--- src/rtl/mc_ctrl_if.sv ---
// Control bus between the multi-cycle main controller and the shared datapath.
// The controller side (master) reads IR fields and status and drives every
// datapath enable/select; the datapath side (slave) is the mirror image.
interface mc_ctrl_if;
  logic [5:0] opcode;
  logic [5:0] func;
  logic       aluZero;
  logic       memReady;

  logic       pcWrite;
  logic       irWrite;
  logic       regWrite;
  logic       memRead;
  logic       memWrite;
  logic       iorD;
  logic       aluSrcA;
  logic [1:0] aluSrcB;
  logic [1:0] aluOp;
  logic       immExtendMode;
  logic [1:0] regDst;
  logic [1:0] memToReg;
  logic [1:0] pcSrc;
  logic       instRetired;
  logic       illegalOp;
  logic [3:0] stateOut;

  modport master (
    input  opcode, func, aluZero, memReady,
    output pcWrite, irWrite, regWrite, memRead, memWrite, iorD, aluSrcA,
           aluSrcB, aluOp, immExtendMode, regDst, memToReg, pcSrc,
           instRetired, illegalOp, stateOut
  );

  modport slave (
    output opcode, func, aluZero, memReady,
    input  pcWrite, irWrite, regWrite, memRead, memWrite, iorD, aluSrcA,
           aluSrcB, aluOp, immExtendMode, regDst, memToReg, pcSrc,
           instRetired, illegalOp, stateOut
  );
endinterface

--- src/rtl/mc_ctrl.sv ---
// Multi-cycle MIPS main controller. Sequences one ALU and one unified memory
// port over several cycles per instruction. Outputs are decoded from the
// state register (so an asynchronous reset clears them at once), with a few
// Mealy terms on memReady, aluZero and the IR fields where the handshake or
// branch condition must act in the same cycle.
module mc_ctrl (
  input  logic       clk,
  input  logic       rst_n,
  mc_ctrl_if.master  bus
);

  typedef enum logic [3:0] {
    S_IDLE   = 4'd0,
    S_FETCH  = 4'd1,
    S_DECODE = 4'd2,
    S_MEMADR = 4'd3,
    S_MEMRD  = 4'd4,
    S_MEMWB  = 4'd5,
    S_MEMWR  = 4'd6,
    S_RTEX   = 4'd7,
    S_RTWB   = 4'd8,
    S_BRANCH = 4'd9,
    S_ITEX   = 4'd10,
    S_ITWB   = 4'd11,
    S_JUMP   = 4'd12,
    S_JAL    = 4'd13,
    S_JR     = 4'd14
  } state_t;

  localparam logic [5:0] OP_RTYPE = 6'b000000;
  localparam logic [5:0] OP_LW    = 6'b100011;
  localparam logic [5:0] OP_SW    = 6'b101011;
  localparam logic [5:0] OP_BEQ   = 6'b000100;
  localparam logic [5:0] OP_BNE   = 6'b000101;
  localparam logic [5:0] OP_ADDI  = 6'b001000;
  localparam logic [5:0] OP_SLTI  = 6'b001010;
  localparam logic [5:0] OP_ANDI  = 6'b001100;
  localparam logic [5:0] OP_ORI   = 6'b001101;
  localparam logic [5:0] OP_XORI  = 6'b001110;
  localparam logic [5:0] OP_LUI   = 6'b001111;
  localparam logic [5:0] OP_J     = 6'b000010;
  localparam logic [5:0] OP_JAL   = 6'b000011;
  localparam logic [5:0] FN_JR    = 6'b001000;

  state_t state_q, state_d;

  logic       pc_write, ir_write, reg_write, mem_read, mem_write, ior_d;
  logic       alu_src_a, imm_extend_mode, inst_retired, illegal_op;
  logic [1:0] alu_src_b, alu_op, reg_dst, mem_to_reg, pc_src;

  // andi/ori/xori/lui (0011xx) take a zero-extended immediate
  logic zext_imm;
  assign zext_imm = (bus.opcode[5:2] == 4'b0011);

  // Next-state selection, including the DECODE dispatch on opcode/func
  always_comb begin
    state_d = S_IDLE;
    case (state_q)
      S_IDLE:   state_d = S_FETCH;
      S_FETCH:  state_d = bus.memReady ? S_DECODE : S_FETCH;
      S_DECODE: begin
        case (bus.opcode)
          OP_RTYPE:        state_d = (bus.func == FN_JR) ? S_JR : S_RTEX;
          OP_LW, OP_SW:    state_d = S_MEMADR;
          OP_BEQ, OP_BNE:  state_d = S_BRANCH;
          OP_ADDI, OP_SLTI, OP_ANDI,
          OP_ORI, OP_XORI, OP_LUI: state_d = S_ITEX;
          OP_J:            state_d = S_JUMP;
          OP_JAL:          state_d = S_JAL;
          default:         state_d = S_FETCH;
        endcase
      end
      S_MEMADR: state_d = (bus.opcode == OP_LW) ? S_MEMRD : S_MEMWR;
      S_MEMRD:  state_d = bus.memReady ? S_MEMWB : S_MEMRD;
      S_MEMWR:  state_d = bus.memReady ? S_FETCH : S_MEMWR;
      S_RTEX:   state_d = S_RTWB;
      S_ITEX:   state_d = S_ITWB;
      S_MEMWB, S_RTWB, S_BRANCH, S_ITWB,
      S_JUMP, S_JAL, S_JR: state_d = S_FETCH;
      default:  state_d = S_FETCH;
    endcase
  end

  // Datapath control decode from the current state (plus Mealy terms)
  always_comb begin
    pc_write        = 1'b0;
    ir_write        = 1'b0;
    reg_write       = 1'b0;
    mem_read        = 1'b0;
    mem_write       = 1'b0;
    ior_d           = 1'b0;
    alu_src_a       = 1'b0;
    alu_src_b       = 2'b00;
    alu_op          = 2'b00;
    imm_extend_mode = 1'b1;
    reg_dst         = 2'b00;
    mem_to_reg      = 2'b00;
    pc_src          = 2'b00;
    inst_retired    = 1'b0;
    illegal_op      = 1'b0;
    case (state_q)
      S_IDLE: imm_extend_mode = 1'b0;
      S_FETCH: begin
        mem_read  = 1'b1;
        alu_src_b = 2'b01;
        ir_write  = bus.memReady;
        pc_write  = bus.memReady;
      end
      S_DECODE: begin
        // PC + (imm << 2) lands in ALUOut for a possible branch
        alu_src_b = 2'b11;
        if (state_d == S_FETCH) illegal_op = 1'b1;
      end
      S_MEMADR: begin
        alu_src_a = 1'b1;
        alu_src_b = 2'b10;
      end
      S_MEMRD: begin
        mem_read = 1'b1;
        ior_d    = 1'b1;
      end
      S_MEMWB: begin
        reg_write    = 1'b1;
        mem_to_reg   = 2'b01;
        inst_retired = 1'b1;
      end
      S_MEMWR: begin
        mem_write    = 1'b1;
        ior_d        = 1'b1;
        inst_retired = bus.memReady;
      end
      S_RTEX: begin
        alu_src_a = 1'b1;
        alu_op    = 2'b10;
      end
      S_RTWB: begin
        reg_write    = 1'b1;
        reg_dst      = 2'b01;
        inst_retired = 1'b1;
      end
      S_BRANCH: begin
        alu_src_a    = 1'b1;
        alu_op       = 2'b01;
        pc_src       = 2'b01;
        pc_write     = (bus.opcode == OP_BNE) ? ~bus.aluZero : bus.aluZero;
        inst_retired = 1'b1;
      end
      S_ITEX: begin
        alu_src_a       = 1'b1;
        alu_src_b       = 2'b10;
        alu_op          = 2'b11;
        imm_extend_mode = ~zext_imm;
      end
      S_ITWB: begin
        reg_write       = 1'b1;
        imm_extend_mode = ~zext_imm;
        inst_retired    = 1'b1;
      end
      S_JUMP: begin
        pc_write     = 1'b1;
        pc_src       = 2'b10;
        inst_retired = 1'b1;
      end
      S_JAL: begin
        // PC already holds PC+4, which is the link value
        pc_write     = 1'b1;
        pc_src       = 2'b10;
        reg_write    = 1'b1;
        reg_dst      = 2'b10;
        mem_to_reg   = 2'b10;
        inst_retired = 1'b1;
      end
      S_JR: begin
        pc_write     = 1'b1;
        pc_src       = 2'b11;
        inst_retired = 1'b1;
      end
      default: imm_extend_mode = 1'b0;
    endcase
  end

  // State register; reset drops to IDLE immediately, abandoning any access
  always_ff @(posedge clk or negedge rst_n) begin
    if (!rst_n) state_q <= S_IDLE;
    else        state_q <= state_d;
  end

  assign bus.pcWrite       = pc_write;
  assign bus.irWrite       = ir_write;
  assign bus.regWrite      = reg_write;
  assign bus.memRead       = mem_read;
  assign bus.memWrite      = mem_write;
  assign bus.iorD          = ior_d;
  assign bus.aluSrcA       = alu_src_a;
  assign bus.aluSrcB       = alu_src_b;
  assign bus.aluOp         = alu_op;
  assign bus.immExtendMode = imm_extend_mode;
  assign bus.regDst        = reg_dst;
  assign bus.memToReg      = mem_to_reg;
  assign bus.pcSrc         = pc_src;
  assign bus.instRetired   = inst_retired;
  assign bus.illegalOp     = illegal_op;
  assign bus.stateOut      = state_q;

endmodule
--- src/flat_wrapper.sv ---
// flat-port wrapper written by rule: the top's interface ports become plain ports
module mc_ctrl_flat 
  (clk, rst_n, bus_opcode, bus_func, bus_aluZero, bus_memReady, bus_pcWrite, bus_irWrite, bus_regWrite, bus_memRead, bus_memWrite, bus_iorD, bus_aluSrcA, bus_aluSrcB, bus_aluOp, bus_immExtendMode, bus_regDst, bus_memToReg, bus_pcSrc, bus_instRetired, bus_illegalOp, bus_stateOut);
  mc_ctrl_if bus_i ();
  input  logic clk;
  input  logic rst_n;
  input wire logic [$bits(bus_i.opcode)-1:0] bus_opcode;
  input wire logic [$bits(bus_i.func)-1:0] bus_func;
  input wire logic [$bits(bus_i.aluZero)-1:0] bus_aluZero;
  input wire logic [$bits(bus_i.memReady)-1:0] bus_memReady;
  output wire logic [$bits(bus_i.pcWrite)-1:0] bus_pcWrite;
  output wire logic [$bits(bus_i.irWrite)-1:0] bus_irWrite;
  output wire logic [$bits(bus_i.regWrite)-1:0] bus_regWrite;
  output wire logic [$bits(bus_i.memRead)-1:0] bus_memRead;
  output wire logic [$bits(bus_i.memWrite)-1:0] bus_memWrite;
  output wire logic [$bits(bus_i.iorD)-1:0] bus_iorD;
  output wire logic [$bits(bus_i.aluSrcA)-1:0] bus_aluSrcA;
  output wire logic [$bits(bus_i.aluSrcB)-1:0] bus_aluSrcB;
  output wire logic [$bits(bus_i.aluOp)-1:0] bus_aluOp;
  output wire logic [$bits(bus_i.immExtendMode)-1:0] bus_immExtendMode;
  output wire logic [$bits(bus_i.regDst)-1:0] bus_regDst;
  output wire logic [$bits(bus_i.memToReg)-1:0] bus_memToReg;
  output wire logic [$bits(bus_i.pcSrc)-1:0] bus_pcSrc;
  output wire logic [$bits(bus_i.instRetired)-1:0] bus_instRetired;
  output wire logic [$bits(bus_i.illegalOp)-1:0] bus_illegalOp;
  output wire logic [$bits(bus_i.stateOut)-1:0] bus_stateOut;
  assign bus_i.opcode = bus_opcode;
  assign bus_i.func = bus_func;
  assign bus_i.aluZero = bus_aluZero;
  assign bus_i.memReady = bus_memReady;
  assign bus_pcWrite = bus_i.pcWrite;
  assign bus_irWrite = bus_i.irWrite;
  assign bus_regWrite = bus_i.regWrite;
  assign bus_memRead = bus_i.memRead;
  assign bus_memWrite = bus_i.memWrite;
  assign bus_iorD = bus_i.iorD;
  assign bus_aluSrcA = bus_i.aluSrcA;
  assign bus_aluSrcB = bus_i.aluSrcB;
  assign bus_aluOp = bus_i.aluOp;
  assign bus_immExtendMode = bus_i.immExtendMode;
  assign bus_regDst = bus_i.regDst;
  assign bus_memToReg = bus_i.memToReg;
  assign bus_pcSrc = bus_i.pcSrc;
  assign bus_instRetired = bus_i.instRetired;
  assign bus_illegalOp = bus_i.illegalOp;
  assign bus_stateOut = bus_i.stateOut;
  mc_ctrl u_core (.clk(clk), .rst_n(rst_n), .bus(bus_i));
endmodule
--- config.mk ---
export PLATFORM = sky130hd
export DESIGN_NAME = mc_ctrl_flat
export DESIGN_NICKNAME = d
export VERILOG_FILES = /design/src/rtl/mc_ctrl_if.sv /design/src/rtl/mc_ctrl.sv /design/src/flat_wrapper.sv
export SDC_FILE = /design/constraint.sdc
export NUM_CORES = 1
export LEC_CHECK = 0
export ABC_AREA = 1
export CORE_MARGIN = 5
export CORE_UTILIZATION = 38
export CTS_CLUSTER_DIAMETER = 80
export CTS_CLUSTER_SIZE = 10
export DETAILED_ROUTE_END_ITERATION = 6
export GPL_TIMING_DRIVEN = 0
export PLACE_DENSITY = 0.83
export SYNTH_ARGS = -nofsm -noshare
export SYNTH_HDL_FRONTEND = slang
export SYNTH_SLANG_ARGS = --single-unit
--- constraint.sdc ---
create_clock -name clk -period 2.1 [get_ports clk]
set_input_delay 0.42 -clock clk [delete_from_list [all_inputs] [get_ports clk]]
set_output_delay 0.42 -clock clk [all_outputs]
set_load 0.03 [all_outputs]
==> impl_results.md <==
- Fill cells: 161
- Setup crit end: bus_pcSrc[0]
- FF-to-FF End: u_core.bus.stateOut[0]
- Hold Fails Final Rpt: 0
- First drt pass iteration count: 4
- Post-Synthesis Cells: 120
- PortBufs: 39
- Pint: approximately 0.00050 W
- Pwr dens: 1170 nW/um^2
- Max Cap Viol: 0
- Die Area: 2550 um^2
- Sequential power share: roughly 14%
- Most common cell in the synthesized netlist: nor2_1
- Layout cells sized above 1: 25.2%
- Root Driver: clkbuf_4
- Worst-path cell chain: inv_2 -> nor2_2 -> inv_2 -> nor2_2 -> inv_2 -> o21ai_0 -> clkdlybuf4s15_2
- Max_slew headroom: 78.8%
- Post-synth top cells: nor2_1 (23), inv_1 (21), nand2_1 (20), nand3_1 (16), o21ai_0 (9)
- Setup_tns: 0 ns
- Post-synth EDFFs: 0
- CP top delay family: buffers and inverters
- Crit path max-delay cell type: dfrtp_2
- Hold Crit Class: input pin to async pin
- #FFs+latches synth: 4
- Area growth syn-to-layout: 72.3%
- CTS Buf Count: 3
- Worst Path Buf+Inv: 4
- Antenna violations before repair: 0
- Status: finished clean
- Pleak: 0.596 nW
- Slew Viols, Final: 0
- Crit path kind: flop to output port
- DR iter-0 viols: 11
- Syn_nets: between 100 and 150
- FP Rows: 14
- Net count, final: 181
- Max stage delay on crit path: 0.44 ns
- Critical Path Most Common Cell: inv_2
- Worst IR drop on VDD: 0.000656 V
- Post-synthesis sequential area ratio: 16.0%
- Synth Flop Type: dfrtp_1
- Critical R2R Launch: u_core.bus.stateOut[3]
- Met2 wire len: between 1000 and 1500 um
- Slew of the pin with the lowest slew margin: 0.316 ns
- Worst EP arrival: between 1.5 and 2 ns
- Vias per cell: 5.05
- Post-Route M1 WL: between 800 and 900 um
- Combinational power share: ~78%
- Global route total overflow: 0
- CTS tree: yes
- Crit. End Element: output port
- Synth top area cells: dfrtp_1 (16%), nor2_1 (14%), nand3_1 (13%)
- H-tree Lvls: 1
- Clock buffer depth: 2
- ANT cells: 0
- Largest area contributor in the netlist: dfrtp_1
- RSZ-0062 raised after global routing: yes
- Final period util: about 96%
- CP required: 1.68 ns
- Worst Skew: around 0.0069 ns
- Wire length per cell: 11.5 um
- Async set or reset register ratio after synthesis: 100%
- Psw: 0.000753 W
- Routability cong.: 0.845
- Clock Power Share: 7.9%
- Mapped cell area: about 620 um^2
- # hold bufs at CTS: 0
- Final setup vio count: 0
- YS warnings: 0
- # clock sinks: 4
- HPWL after detailed placement: 1750 um
- Antenna viol nets, final: 0
- Die outline height: 50.5 um
- CTS clk-pin slew, worst paths: about 0.040 ns
- Setup slack, reg-to-reg: 0.81 ns
- Worst Setup Start Kind: flop
- Worst-Skew Late Latency: 0.24 ns
- Residual DRC count: 0
- Syn_area_per_cell: 5.20 um^2
- Routed WL: between 2000 and 2500 um
- Yosys top cell area share: around 16%
- Total Routing Usage GR: 16.3%
- Initial core utilization: 41.0%
- Core Area: 1520 um^2
- Io pins: 40
- Largest net degree at the start of global routing: 9
- Critical path fanouts, max: 7
- Final core occ: 70.6%
- First-pass GRT wire length: 3370 um
- Vias in the first global route: 859
- CP Launch Point: u_core.bus.stateOut[3]
- Crit path depth: 7
- Max FFs per register: 4
- Vias: 904
- Fmax: 495 MHz
- Sw Ratio: 60.1%
- Met3 WL: approximately 220 um
- Path depth of the worst reg2reg path: 7
- Hold WS: just under 0.4 ns
- Unique masters post-synth: 18
- Minimum clock period: roughly 2.0 ns
- Max layer used: met4
- Die X: 50.5 um
[kinds of logic after synthesis]
group | after synthesis | synth area share [%]
compound gates | 16 | 14.8
buf+inv | 26 | 15.6
flops | 4 | 16.0
simple gates | 74 | 53.5
[power by group through the flow]
stage | clock, W | sequential, W | combinational, W
finish | 0.0000985 | 0.000182 | 0.000974
detailed placement | 0 | 0.000160 | 0.00103
floorplan | 0 | 0.000208 | 0.000587
CTS | 0.0000993 | 0.000159 | 0.000959
global placement | 0 | 0.000160 | 0.00103
global route | 0.000106 | 0.000193 | 0.00105
[worst min-delay path by stage]
stage / to / slack (ns) / depth (start not counted)
after CTS: u_core.bus.stateOut[3] / 0.39 / 1
after detailed placement: u_core.bus.stateOut[2] / 0.64 / 1
after global routing: u_core.bus.stateOut[3] / 0.40 / 1
after global placement: u_core.bus.stateOut[0] / 0.62 / 1
after floorplan: u_core.bus.stateOut[0] / 0.12 / 0
final: u_core.bus.stateOut[3] / 0.39 / 1
[repair_timing]
action,CTS,global route
endpoints found under the setup margin,20,13
pin swaps,1,2
resized for setup,53,20
setup buffers,0,1
[per-layer routing]
metal  vias up  track usage [%]
met1       388             16.9
met2        43             30.0
met4         0             6.81
li1        470                -
met3         3             4.44
met5         -                0
[stage by stage]
stage	cell area, um^2	std cells	setup WS [ns]	power [W]
floorplan	627	120	0.00725	0.000795
CTS	1050	178	-0.0713	0.00122
finish	1080	179	0.0794	0.00125
global placement	1040	175	-0.670	0.00119
detailed placement	1040	175	-0.715	0.00119
global route	1080	179	-0.0304	0.00135
[cells in the final DEF (no fill, tap or decap)]
| cell type | Yosys | routed |
|---|---|---|
| nand2_2 | 4 | 3 |
| o21ai_0 | 9 | 9 |
| nor2_1 | 23 | 18 |
| nand3_1 | 16 | 15 |
| clkdlybuf4s15_1 | 0 | 3 |
| a21oi_1 | 1 | 1 |
| a21oi_2 | 1 | 1 |
| dlygate4sd2_1 | 0 | 15 |
| o211ai_1 | 1 | 1 |
| nor2b_1 | 1 | 1 |
| nand3_2 | 0 | 1 |
| o21ai_1 | 1 | 1 |
| nor2_2 | 5 | 7 |
| inv_1 | 21 | 19 |
| clkdlybuf4s15_2 | 0 | 2 |
| dfrtp_2 | 0 | 4 |
| nand2_1 | 20 | 19 |
| nand4_1 | 4 | 4 |
| buf_2 | 0 | 1 |
| o21ai_2 | 1 | 1 |
| buf_4 | 0 | 3 |
| clkbuf_4 | 0 | 3 |
| nor2_4 | 0 | 3 |
| inv_2 | 5 | 7 |
| clkbuf_2 | 0 | 3 |
| clkdlybuf4s50_1 | 0 | 12 |
| dlymetal6s2s_1 | 0 | 1 |
| nand2_4 | 0 | 2 |
| nor3_1 | 1 | 1 |
| o22ai_1 | 2 | 2 |
[cell type report]
cell class / count / area [um^2] / share of cell area (%)
multi-input combinational: 90 / 472 / 43.8
inverter: 26 / 97.6 / 9.07
clock buffer: 3 / 22.5 / 2.09
tap: 16 / 20.0 / 1.86
timing repair buffer: 40 / 359 / 33.4
sequential: 4 / 105 / 9.77
Power figures use the tool's default switching activity.
==> edit: new RTL, same flow settings <==
Reset style: synchronous (`rst_n`), changed in one clocked block. Comments in the files are not updated.
--- a/src/rtl/mc_ctrl.sv
+++ b/src/rtl/mc_ctrl.sv
@@ -181,5 +181,5 @@
 
   // State register; reset drops to IDLE immediately, abandoning any access
-  always_ff @(posedge clk or negedge rst_n) begin
+  always_ff @(posedge clk) begin
     if (!rst_n) state_q <= S_IDLE;
     else        state_q <= state_d;
Check against the original RTL: differs if rst_n is asserted again (counterexample within 4 cycles, from zero or initial values and one cycle with rst_n low); with rst_n held inactive, the same outputs for 10 cycles.
==> edit against the original RTL <==
Hold slack improved by 0.28 ns. Final area grew 6.7%. Global-route usage increased by 0.81 points. Worst setup slack worse by 0.075 ns. Synthesized cell count grew 6.7%. Clock skew fell by 0.0044 ns. Area after synthesis up 5.2%. Non-clock buffer count up 4. Sequential cell count did not move. Wire length grew 9.7%. Count of clock-buffer cells in the layout is the same. Critical path type is now input pin to primary output.
Power is left out: it rests on default switching activity, and per cell area and clock period it moved more than threefold.
==> edit: results <==
export IMPL_met1Wirelength_um=908
export IMPL_arrival_ns=1.68
export IMPL_ys_types=22
export IMPL_globalplace_congestion=0.818
export IMPL_r2r_end="u_core.bus.stateOut[0]"
export IMPL_synthTopCellsByCount="nand2_1, nor2_1, inv_1"
export IMPL_drive_above_1_share_pct=35.6
export IMPL_worstReg2RegStart="u_core.bus.stateOut[1]"
export IMPL_tightest_slew_ns=0.327
export IMPL_grt_pass1_wl_um=3570
export IMPL_grt_max_degree=10
export IMPL_grt_pass1_vias=913
export IMPL_critPathMaxFanout=2
export IMPL_skew_ns=0.00247
export IMPL_hpwl_um=1710
export IMPL_syn_nets=144
export IMPL_grt_use_total_pct=17.1
export IMPL_ys_flop_type="dfxtp_1"
export IMPL_root_buffer="clkbuf_4"
export IMPL_hold_path_class="input pin to flip-flop"
export IMPL_antenna_left=0
export IMPL_routed_wl_um=2260
export IMPL_largest_reg_flops=4
export IMPL_met3WireLength_um=157
export IMPL_drtIter0Drc=36
export IMPL_ys_async_sr_fraction_pct=0
export IMPL_via_per_inst=5.10
export IMPL_status="completed"
export IMPL_rr_worst_depth=7
export IMPL_ys_seq_area_share_pct=12.2
export IMPL_wl_met2_um=1170
export IMPL_layout_nets=192
export IMPL_synth_area_leaders="nand2_1, nor2_1, dfxtp_1"
export IMPL_fin_hold_ws_ns=0.665
-- edit: changes by cell type after synthesis, sizes merged, moves of 3 or more --
cell and change:
nand3 -7, inv -6, nor2 +5, nand2 +12
a21oi +4, nand4 -3, dfxtp +4, o21ai -3
dfrtp -4
-- edit: cells by family (layout without fill, tap and decap cells) --
kind of cell,after synthesis,after routing,synth area share (%)
flops,4,4,12.2
compound gates,18,18,17.3
buf+inv,23,69,13.7
simple gates,83,83,56.8
-- edit: repair_timing --
item | in CTS | in global routing
buffers inserted | 1 | 3
endpoints found under the setup margin | 19 | 8
pin swaps | 3 | 13
cloned | 0 | 0
resized for setup | 44 | 39
-- edit: stage by stage --
step | TNS (ns) | instance area (um^2) | std cells | setup WS [ns] | utilization, %
after global placement | -1.77 | 1080 | 184 | -0.771 | 63.9
after CTS | -0.0339 | 1100 | 188 | -0.0339 | 65.3
after detailed placement | -1.84 | 1080 | 184 | -0.797 | 63.9
after global routing | -0.105 | 1150 | 191 | -0.0870 | 68.0
after floorplan | 0 | 668 | 128 | 0.0111 | -
final | 0 | 1150 | 191 | 0.00488 | 68.0
-- edit: worst max-delay path by stage --
stage,cells past startpoint,start,slack (ns),to
floorplan,5,u_core.bus.stateOut[0],0.01,bus_instRetired
global placement,10,bus_opcode[0],-0.77,bus_illegalOp
detailed placement,10,bus_opcode[0],-0.80,bus_illegalOp
CTS,11,bus_opcode[2],-0.03,bus_illegalOp
global route,13,bus_opcode[3],-0.09,bus_illegalOp
finish,12,bus_func[2],0.005,bus_illegalOp
-- edit: worst max-delay path, cell delays in order --
cell and delay [ns]:
clkdlybuf4s50_1 0.46, nor2_1 0.04, nand3_1 0.09, nand2_1 0.06, nand2_1 0.06, nor2_1 0.04, nand2_1 0.07, nand2_2 0.05
nand2_1 0.05, nand2_1 0.06, nor2_2 0.13, buf_6 0.14
-- edit: layout make-up --
| class | count | area [um^2] |
|---|---|---|
| Tap cell | 17 | 21.3 |
| Clock buffer | 3 | 22.5 |
| Multi-Input combinational cell | 101 | 558 |
| Sequential cell | 4 | 83.8 |
| Fill cell | 167 | 541 |
| Timing Repair Buffer | 43 | 369 |
| Buffer | 1 | 11.3 |
| Inverter | 22 | 82.6 |
-- edit: per-layer routing --
| metal | track usage [%] | vias to the layer above |
|---|---|---|
| met5 | 0 | - |
| met4 | 7.86 | 0 |
| met3 | 2.01 | 4 |
| met2 | 31.1 | 36 |
| met1 | 19.6 | 437 |
| li1 | - | 498 |
